$ cat config.mk
export PLATFORM = sky130hd
export DESIGN_NAME = neo_d0_outregs
export DESIGN_NICKNAME = d
export VERILOG_FILES = /design/src/rtl/neo_d0_outregs.sv
export SDC_FILE = /design/constraint.sdc
export NUM_CORES = 1
export LEC_CHECK = 0
export ABC_AREA = 0
export CAP_MARGIN = 20
export CELL_PAD_IN_SITES_DETAIL_PLACEMENT = 1
export CELL_PAD_IN_SITES_GLOBAL_PLACEMENT = 1
export CORE_ASPECT_RATIO = 0.5
export CORE_MARGIN = 2
export CORE_UTILIZATION = 40
export CTS_CLUSTER_DIAMETER = 120
export DETAILED_ROUTE_END_ITERATION = 10
export GPL_TIMING_DRIVEN = 0
export PLACE_DENSITY = 0.74
export SLEW_MARGIN = 20
export SYNTH_ARGS = -nofsm -noshare
export SYNTH_HDL_FRONTEND = slang
export SYNTH_SLANG_ARGS = --single-unit
$ cat constraint.sdc
create_clock -name CLK_24M -period 2.7 [get_ports CLK_24M]
set_input_delay 0.54 -clock CLK_24M [delete_from_list [all_inputs] [get_ports CLK_24M]]
set_output_delay 0.54 -clock CLK_24M [all_outputs]
set_load 0.005 [all_outputs]
$ cat src/rtl/neo_d0_outregs.sv
// neo_d0_outregs: 68k-written bank and output-port registers with per-channel pulse timers
module neo_d0_outregs #(
  parameter int NCH = 2,
  parameter int CW = 3,
  parameter int BANK_W = 3,
  parameter int DW = 8,
  parameter int SELW = 2,
  parameter int PULSE_LEN = 16
) (
  input  logic                CLK_24M,
  input  logic                nRESET,
  input  logic                nRESETP,
  input  logic                nBITWD0,
  input  logic [SELW-1:0]     M68K_ADDR_SEL,
  input  logic [DW-1:0]       M68K_DATA,
  output logic [BANK_W-1:0]   BNK,
  output logic [NCH*CW-1:0]   P_OUT,
  output logic                WR_ACK,
  output logic [NCH-1:0]      BUSY
);
  localparam logic [15:0] PLEN = 16'(PULSE_LEN);
  logic s1, s2, s3, v1, v2, armed, wr, mode_hit;
  logic [BANK_W-1:0] bank;
  logic [NCH-1:0] mode;
  logic [NCH*CW-1:0] p_reg;
  logic unused_ok;
  assign unused_ok = &{1'b0, M68K_DATA};
  assign wr = armed & ~s2 & s3;
  assign mode_hit = wr & (M68K_ADDR_SEL == SELW'(NCH + 1));
  assign BNK = nRESETP ? bank : '0;
  assign P_OUT = nRESETP ? p_reg : '0;
  // v2 marks s2 as holding a real strobe sample, so the reset value of the
  // synchroniser can never arm the edge detector
  always_ff @(posedge CLK_24M) begin
    if (!nRESET) begin
      {s1, s2, s3} <= '1;
      {v1, v2, armed} <= '0;
      bank <= '0;
      mode <= '0;
      WR_ACK <= 1'b0;
    end else begin
      s1 <= nBITWD0;
      s2 <= s1;
      s3 <= s2;
      v1 <= 1'b1;
      v2 <= v1;
      armed <= armed | (v2 & s2);
      WR_ACK <= wr & (M68K_ADDR_SEL <= SELW'(NCH + 1));
      if (wr && M68K_ADDR_SEL == '0) bank <= M68K_DATA[BANK_W-1:0];
      if (mode_hit) mode <= M68K_DATA[NCH-1:0];
    end
  end
  for (genvar k = 0; k < NCH; k++) begin : g_ch
    logic [CW-1:0] ch;
    logic [15:0] cnt;
    logic hit, nm;
    assign hit = wr & (M68K_ADDR_SEL == SELW'(k + 1));
    assign nm = M68K_DATA[k];
    assign p_reg[k*CW +: CW] = ch;
    assign BUSY[k] = cnt != '0;
    // a nonzero counter is the busy state; it only ever runs in pulse mode
    always_ff @(posedge CLK_24M) begin
      if (!nRESET) begin
        ch <= '0;
        cnt <= '0;
      end else if (hit) begin
        ch <= M68K_DATA[CW-1:0];
        cnt <= (mode[k] && M68K_DATA[CW-1:0] != '0) ? PLEN : '0;
      end else if (mode_hit && mode[k] && !nm) begin
        cnt <= '0;
      end else if (mode_hit && !mode[k] && nm) begin
        cnt <= (ch != '0) ? PLEN : '0;
      end else if (cnt != '0) begin
        cnt <= cnt - 16'd1;
        if (cnt == 16'd1) ch <= '0;
      end
    end
  end
endmodule

==> summary.txt <==
Floorplanning
  • Core Area: 6010 µm²
  • Die Wd: 115 µm
  • Num ports: 26
  • Die height: between 50 and 60 µm
  • Die footprint: 6830 µm²
  • Initial Util: 0.410
  • Rows: 20

Routing
  • DR pass1 iterations: 4
  • Antenna-violating nets left: 0
  • Vias after detailed routing: 2166
  • DR WL/cell: roughly 16 µm
  • Routed WL: around 6.2 mm
  • DR iter-0 viols: 73
  • Post-detailed-route via-to-cell ratio: 5.54
  • DRC viols: 0

Placed design
  • Post-DP HPWL: ~4.5 mm
  • Dpl cells: 384
  • Port Buf Inserts: 18
  • Placer Congestion: 0.750

Setup path
  • Critical Path AT: slightly above 2000 ps
  • CP Launch Type: register
  • Delay of the slowest critical-path stage: 590 ps
  • Crit Path Class: reg -> out
  • Crit-path cells: or4_4 > nor3_4 > nand3_4 > clkdlybuf4s50_1
  • CP delay by family, top: simple AND/OR/NAND/NOR gates
  • Data required, critical path: 2160 ps
  • Buf/Inv on CP: 1
  • CP max stage cell: or4_4
  • Critical path endpoint category: primary output
  • Crit-path max FO: 6

Clock network
  • Total CTS buffers: 5
  • CTS Root Cell: clkbuf_16
  • CTS Buffer Depth: 2
  • H-Tree Level Count: 2
  • CTS tree: yes
  • Clock Latency Late Sink: 290 ps
  • Post-CTS Hold Buffers: 0
  • Clock transition at path regs: 60 ps
  • Clk sink count: 50

Synthesis
  • Synth area leader: dfxtp_1
  • Mapped Cells: 289
  • Count of different cell masters after synthesis: 46
  • Synth top area share: 0.407
  • Seq cells post-synth: 50
  • Synth Flop Type: dfxtp_1
  • Post-synth EDFFs: 0
  • Mapped cell area: 2460 µm²
  • Synth warn: 0
  • Largest cells by area after synthesis: dfxtp_1 (41%), nor2_1 (6.4%), xnor2_1 (4.3%)
  • Seq/Total Area, Yosys: 0.407
  • Synth async-reset ratio: 0
  • Avg Inst Size Synth: roughly 8.5 µm²
  • Mapped Nets: 307

Pwr
  • PwrDens: around 1200 nW/µm²
  • Peak supply drop: between 0.5 and 0.6 mV
  • PnR Total Power: 3.48 mW
  • Leakage power: 1.10 nW

Cells and area
  • # diodes: 0
  • Commonest cells after routing, fill and taps aside: dfxtp_1 (49), nor2_1 (42), nand2_1 (23), clkdlybuf4s50_1 (18), a21oi_1 (14)
  • Fillers: 716
  • Fin cells: 391
  • Area grow syn2layout: 19.5%
  • Multi-input gate area: 1440 µm²
  • Fraction of layout cells with a size suffix above 1: 0.0828
  • Final Util: 0.489
  • Final Net Count: 331
  • Commonest non-fill, non-tap cell in the layout: dfxtp_1
  • Reg area: approximately 1000 µm²

Timing
  • Least-Margin Pin Slew: between 500 and 600 ps
  • Final hold slack: between 400 and 500 ps
  • Post-layout min period: approximately 2600 ps
  • Setup-failing EPs final: 0
  • Maximum clock frequency: 0.387 GHz
  • Worst rel slew slack: 0.663
  • Layout Skew: 10.1 ps
  • Final Max Slew Viols: 0
  • Tcrit/Tclk final: 0.958
  • RSZ-0062 raised after global routing: false
  • Hold Fails Final Rpt: 0

Job
  • Max Cap Viol: 0

Global routing
  • GRT Util Overall: 0.198
  • Largest net degree at the start of global routing: 15
  • GRT Residual Overflow: 0
  • Vias in the first global route: 2246
  • Antenna violations before repair: 0
  • First-pass GRT wire length: 10.6 mm

Hold path
  • Worst min-delay path class: reg -> reg

Status
  • Outcome: complete, no violations
-- power breakdown --
group / internal, mW / switching, mW / total (mW) / leakage (nW)
sequential: 0.919 / 0.240 / 1.16 / 0.409
clock: 0.368 / 0.275 / 0.643 / 0.0739
combinational: 0.751 / 0.923 / 1.67 / 0.614
-- metrics by stage --
stage	setup TNS, ps	area, µm²	setup WS (ps)
after floorplan	0	2460	717
after global placement	-21.9	2740	-21.9
after detailed placement	-21.7	2740	-21.7
after CTS	0	2940	4.40
after global routing	0	2940	25.3
final	0	2940	114
-- layout make-up --
type	count	share of cell area
clock inverters	1	0.00170
flip-flops and latches	50	0.341
inverters	6	0.00766
repair buffers	20	0.0664
well taps	77	0.0328
plain buffers	10	0.0128
multi-input cells	220	0.489
clock buffers	7	0.0485
-- kinds of logic after synthesis --
family / after synthesis / share of synthesized area
buf+inv: 19 / 0.0295
flops: 50 / 0.407
mux: 6 / 0.0244
compound gates: 40 / 0.112
simple gates: 151 / 0.339
xor+xnor: 19 / 0.0677
fa+ha+maj: 4 / 0.0203
-- path summary, 6_finish.rpt --
check	from	end	slack (ps)	cells past startpoint
max	g_ch[0].cnt[2]	BUSY[0]	110	4
min	s1	s2	420	1
max reg2reg	g_ch[0].cnt[8]	g_ch[0].cnt[15]	730	5
min reg2reg	s1	s2	420	1
-- timing repair --
action / in CTS / in global routing
pin swaps: 1 / 1
gates resized for setup: 9 / 2
buffers inserted: 2 / 0
endpoints found under the setup margin: 2 / 2
-- registers in the layout (all words and copies together), names as in the netlist --
register  flops
bank          3
v2            1
s3            1
g_ch.cnt     32
v1            1
WR_ACK        1
armed         1
s2            1
s1            1
g_ch.ch       6
mode          2
-- cells in the mapped netlist, drive strengths merged (3+ instances only) --
master / number
a21boi: 3
a21oi: 14
a41o: 3
and2: 11
clkbuf: 11
dfxtp: 50
ha: 4
inv: 6
mux2i: 6
nand2: 23
nand2b: 5
nand3: 10
nand4: 7
nand4b: 4
nor2: 42
nor2b: 5
nor3: 11
nor3b: 8
nor4: 8
o21ai: 6
or3: 7
or4: 3
xnor2: 12
xor2: 7
-- routing by layer --
metal	track usage	share of wire	vias to the layer above	wire length, µm
li1	-	-	1068	-
met1	0.240	0.46	1066	2840
met2	0.354	0.51	21	3170
met3	0.0419	0.021	11	134
met4	0.0723	0.015	0	91
met5	0	0	-	0
Note: power is estimated with default switching activity, not from simulation.
